[src/rtl/uart_transmitter.sv]
// UART transmit serializer: start bit, LSB-first data, optional parity, stop bit(s),
// timed by a 16x oversampling tick. tx, tx_busy and tx_doneTick all come straight from flops.
module uart_transmitter #(
  parameter int DBIT       = 8,
  parameter int SB_TICK    = 16,
  parameter int PARITY_EN  = 0,
  parameter int PARITY_ODD = 0
) (
  input  logic       clk,
  input  logic       rst_n,
  input  logic       s_tick,
  input  logic       tx_start,
  input  logic [7:0] tx_dataIn,
  output logic       tx,
  output logic       tx_busy,
  output logic       tx_doneTick
);

  // Tick counter grows to 5 bits so stop periods of up to 32 ticks fit.
  localparam int CW = (SB_TICK > 16) ? 5 : 4;
  localparam logic [CW-1:0] TICK_LAST = CW'(15);
  localparam logic [CW-1:0] SB_LAST   = CW'(SB_TICK - 1);
  localparam logic [2:0]    N_LAST    = 3'(DBIT - 1);
  localparam logic          ODD_BIT   = 1'(PARITY_ODD);

  typedef enum logic [2:0] {
    IDLE   = 3'd0,
    START  = 3'd1,
    DATA   = 3'd2,
    PARITY = 3'd3,
    STOP   = 3'd4
  } state_t;

  state_t        state_r, state_s;
  logic [CW-1:0] s_cnt_r, s_cnt_s;
  logic [2:0]    n_cnt_r, n_cnt_s;
  logic [7:0]    b_r, b_s;
  logic          par_r, par_s;
  logic          tx_r, tx_s;
  logic          busy_r;
  logic          done_r, done_s;

  // Next-state, counter, shift-register and parity logic.
  always_comb begin
    state_s = state_r;
    s_cnt_s = s_cnt_r;
    n_cnt_s = n_cnt_r;
    b_s     = b_r;
    par_s   = par_r;
    done_s  = 1'b0;
    case (state_r)
      IDLE: begin
        if (tx_start) begin
          b_s     = tx_dataIn;
          s_cnt_s = '0;
          par_s   = 1'b0;
          state_s = START;
        end else begin
          state_s = IDLE;
        end
      end
      START: begin
        if (s_tick) begin
          if (s_cnt_r == TICK_LAST) begin
            s_cnt_s = '0;
            n_cnt_s = 3'd0;
            state_s = DATA;
          end else begin
            s_cnt_s = s_cnt_r + CW'(1);
          end
        end else begin
          s_cnt_s = s_cnt_r;
        end
      end
      DATA: begin
        if (s_tick) begin
          if (s_cnt_r == TICK_LAST) begin
            par_s   = par_r ^ b_r[0];
            b_s     = {1'b0, b_r[7:1]};
            s_cnt_s = '0;
            if (n_cnt_r == N_LAST) begin
              state_s = (PARITY_EN != 0) ? PARITY : STOP;
            end else begin
              n_cnt_s = n_cnt_r + 3'd1;
            end
          end else begin
            s_cnt_s = s_cnt_r + CW'(1);
          end
        end else begin
          s_cnt_s = s_cnt_r;
        end
      end
      PARITY: begin
        if (s_tick) begin
          if (s_cnt_r == TICK_LAST) begin
            s_cnt_s = '0;
            state_s = STOP;
          end else begin
            s_cnt_s = s_cnt_r + CW'(1);
          end
        end else begin
          s_cnt_s = s_cnt_r;
        end
      end
      STOP: begin
        if (s_tick) begin
          if (s_cnt_r == SB_LAST) begin
            s_cnt_s = '0;
            state_s = IDLE;
            done_s  = 1'b1;
          end else begin
            s_cnt_s = s_cnt_r + CW'(1);
          end
        end else begin
          s_cnt_s = s_cnt_r;
        end
      end
      default: begin
        state_s = IDLE;
      end
    endcase
  end

  // Line level is decoded from the upcoming state so the tx flop changes with it.
  always_comb begin
    tx_s = 1'b1;
    case (state_s)
      IDLE:    tx_s = 1'b1;
      START:   tx_s = 1'b0;
      DATA:    tx_s = b_s[0];
      PARITY:  tx_s = par_s ^ ODD_BIT;
      STOP:    tx_s = 1'b1;
      default: tx_s = 1'b1;
    endcase
  end

  // State and output registers.
  always_ff @(posedge clk or negedge rst_n) begin
    if (!rst_n) begin
      state_r <= IDLE;
      s_cnt_r <= '0;
      n_cnt_r <= 3'd0;
      b_r     <= 8'h00;
      par_r   <= 1'b0;
      tx_r    <= 1'b1;
      busy_r  <= 1'b0;
      done_r  <= 1'b0;
    end else begin
      state_r <= state_s;
      s_cnt_r <= s_cnt_s;
      n_cnt_r <= n_cnt_s;
      b_r     <= b_s;
      par_r   <= par_s;
      tx_r    <= tx_s;
      busy_r  <= (state_s != IDLE);
      done_r  <= done_s;
    end
  end

  assign tx          = tx_r;
  assign tx_busy     = busy_r;
  assign tx_doneTick = done_r;

endmodule

[config.mk]
export PLATFORM = sky130hd
export DESIGN_NAME = uart_transmitter
export DESIGN_NICKNAME = d
export VERILOG_FILES = /design/src/rtl/uart_transmitter.sv
export SDC_FILE = /design/constraint.sdc
export NUM_CORES = 1
export LEC_CHECK = 0
export ABC_CLOCK_PERIOD_IN_PS = 1900
export BUFFER_PORTS_ARGS = -buffer_cell sky130_fd_sc_hd__buf_2
export CORE_ASPECT_RATIO = 0.75
export CORE_MARGIN = 10
export CORE_UTILIZATION = 50
export DETAILED_ROUTE_END_ITERATION = 12
export MAX_ROUTING_LAYER = met4
export PLACE_DENSITY = 0.79
export SLEW_MARGIN = 20
export SYNTH_ARGS = -nofsm -noshare
export SYNTH_HDL_FRONTEND = slang
export SYNTH_SLANG_ARGS = --single-unit
[constraint.sdc]
create_clock -name clk -period 1.9 [get_ports clk]
set_input_delay 0.095 -clock clk [delete_from_list [all_inputs] [get_ports clk]]
set_output_delay 0.095 -clock clk [all_outputs]
set_load 0.05 [all_outputs]
==> metrics.md <==
| Metric | Value |
|---|---|
| Status | finished, final reports clean |
| Crit-path leading delay family | simple AND/OR/NAND/NOR gates |
| Clock group share of total power | 18.2% |
| DRC | 0 |
| CTS tree | built |
| Max Slew Vio Count | 0 |
| Biggest cell delay along the critical path | 0.53 ns |
| Vias after detailed routing | 916 |
| Critical path capture point type | register |
| Pwr dens | 1460 nW/um2 |
| Slew headroom | 67.4% |
| Register area share after synthesis | 48.7% |
| Die X | 75.0 um |
| Most frequent cells in the layout | dfrtp_1, buf_2, inv_1, nand2_1, buf_4 |
| Met3 Use GR | 4.18% |
| Max clock buf depth | 2 |
| Cell count of the worst reg-to-reg path | 6 |
| Filler cells | 162 |
| Clk_lat worst skew | 0.31 ns |
| Setup Skew | 0.00229 ns |
| RSZ-0062 raised after global routing | true |
| Dpl ws | -0.0129 ns |
| NetSw | 0.000739 W |
| Final critical-path share of the clock period | 96.5% |
| Starting Density | 54.3% |
| Most common cell after layout, fill and taps aside | dfrtp_1 |
| Worst Path Max Fanout | 6 |
| Synth cell types | 35 |
| Total negative slack | 0 ns |
| Hold slack | 0.00867 ns |
| Crit path DAT | 2.05 ns |
| Synthesis warning total | 0 |
| Synth Area per Inst | 10.5 um2 |
| Die height | 61.2 um |
| Sequential power share | 42.5% |
| Crit path cell chain | ha_1 > ha_1 > nor2_1 > a21boi_1 > or4b_4 > a21o_1 |
| Setup violators final | 0 |
| Logic pwr share | 39.3% |
| Total grt overflow | 0 |
| Synthesized flop and latch total | 22 |
| Clk slew on worst S/H paths | 0.12 ns |
| Hold path cells | 3 |
| DIE AREA | 4590 um2 |
| H-tree depth | 1 |
| Cell area after layout | 1360 um2 |
| Worst path slowest cell | or4b_4 |
| Max-Cap Viols | 0 |
| Crit Path Class | register to register |
| RePlAce Congestion | 0.832 |
| Grt met2 use | 18.9% |
| Max IR drop VDD | 719 uV |
| Initial antenna violation count | 0 |
| Syn nets | 123 |
| Post-CTS Setup Inserts | 0 |
| Highest Clock Rate | 545 MHz |
| CP Depth | 6 |
| PortBufs | 14 |
| Final WL | 2.52 mm |
| Startpoint Class | register |
| Setup WS post-layout | 0.0663 ns |
| Via density | 5.91 |
| Clk root buf | clkbuf_4 |
| HP Class | primary input to register |
| All-Layer GR Usage | 12.5% |
| Internal Dissipation | 0.00124 W |
| Buf+Inv Stages, Crit Path | 0 |
| Dpl hpwl | 1.93 mm |
| Async S/R FF share, synth | 100% |
| Wire per inst | 16.3 um |
| Min Tclk post-route | 1.83 ns |
| Cell Area, Placed | 1260 um2 |
| TritonCTS Buffers | 3 |
| Diode count | 0 |
| Final Hold Viols | 0 |
| Switching share of power | 37.4% |
| Largest net degree at the start of global routing | 23 |
| Post-Synthesis Cells | 108 |
| Post-synth EDFFs | 0 |
| Mapped Area | 1130 um2 |
| Worst-Margin Slew | 0.489 ns |
| Post-synth top flop | dfrtp_1 |
| WP data required | 2.12 ns |
| Most frequent CP cell | ha_1 |
| Core region area | 2080 um2 |
| Initial detailed-routing violation count | 55 |
| Layout cells sized above 1 | 26.7% |
| Design Power | 0.00198 W |
| Pre-antenna DRT Iters | 5 |
| IO Pins | 15 |
| Nets | 147 |
| GRT Max-Usage Layer | met2 |
| First-pass GRT wire length | 4.18 mm |
| Vias in the first global route | 908 |
| Post-route ant nets | 0 |
| Area grow syn2layout | 19.9% |
| CTS Sinks | 22 |
| Row cnt | 14 |
| Leak | 0.653 nW |
| Met1 Use GR | 14.6% |
[sequential cells by signal (all words and copies together), names as in the netlist]
name         cells
tx_doneTick      1
tx               1
b_r              8
s_cnt_r          4
par_r            1
state_r          3
n_cnt_r          3
tx_busy          1
[cell type report]
type                            count  area (um2)  area share [%]
Sequential cell                    22         552            40.6
Multi-Input combinational cell     71         536            39.4
Timing Repair Buffer               24         150            11.1
Inverter                           10        37.5            2.76
Clock inverter                      1        30.0            2.21
Tap cell                           24        30.0            2.21
Clock buffer                        3        22.5            1.66
[cells by family (layout without fill, tap and decap cells)]
kind of cell	count (synthesis)	in the layout	synth area share (%)
XOR/XNOR	1	1	0.774
buffers and inverters	15	38	6.08
AND/OR/NAND/NOR	35	35	19.2
adder cells (fa/ha/maj)	3	3	3.32
multiplexers	4	4	3.54
flip-flops	22	22	48.7
AO/OA/AOI/OAI	28	28	18.3
[power groups by stage]
stage / clock, W / sequential (W) / combinational [W]
6_report: 0.000361 / 0.000840 / 0.000777
5_1_grt: 0.000383 / 0.000865 / 0.000879
4_1_cts: 0.000365 / 0.000828 / 0.000768
2_1_floorplan: 0 / 0.000843 / 0.000529
3_3_place_gp: 0 / 0.000821 / 0.000714
3_5_place_dp: 0 / 0.000837 / 0.000758
[per-stage QoR]
step / std cells / util [%]
2_1_floorplan: 108 / -
3_3_place_gp: 149 / 60.5
3_5_place_dp: 149 / 60.5
4_1_cts: 155 / 64.4
5_1_grt: 155 / 65.1
6_report: 155 / 65.1
[what timing repair did]
item	CTS	global route
endpoints found under the setup margin	3	7
gates resized for setup	2	3
pin swaps	0	4
hold endpoints to repair	22	0
hold buffers	2	0
[metal layers]
metal | vias to the layer above | routed length (um)
li1 | 437 | -
met1 | 439 | 1110
met2 | 32 | 1190
met4 | 0 | 82
met3 | 8 | 132
met5 | - | 0
[tightest hold or removal path, delay by kind of cell]
family                 cells  cell delay (ns)
AO/OA/AOI/OAI              1             0.07
buffers and inverters      2             0.13
[synthesized netlist by cell type (2+ instances only)]
cell type | number | area (um2)
dfrtp_1 | 21 | 526
nor2b_1 | 2 | 12.5
a222oi_1 | 6 | 60.1
ha_1 | 3 | 37.5
nand2b_1 | 4 | 25.0
o31ai_1 | 2 | 15.0
buf_2 | 4 | 20.0
and3_1 | 2 | 12.5
or3_1 | 2 | 12.5
nor2_1 | 5 | 18.8
o21ai_1 | 5 | 25.0
mux2i_1 | 4 | 40.0
o32a_1 | 2 | 20.0
nand2_1 | 10 | 37.5
nand3_1 | 2 | 10.0
inv_1 | 10 | 37.5
o31a_1 | 2 | 17.5
o21ai_0 | 5 | 25.0
[final timing paths]
kind                         endpoint  slack, ns          from
max                        n_cnt_r[0]       0.07    n_cnt_r[0]
min in group asynchronous  s_cnt_r[2]       0.27         rst_n
min                            b_r[4]      0.009  tx_dataIn[4]
max in group asynchronous          tx       1.27         rst_n
max reg2reg                n_cnt_r[0]       0.07    n_cnt_r[0]
min reg2reg                n_cnt_r[1]       0.52    n_cnt_r[1]
Note: power is estimated with default switching activity, not from simulation.
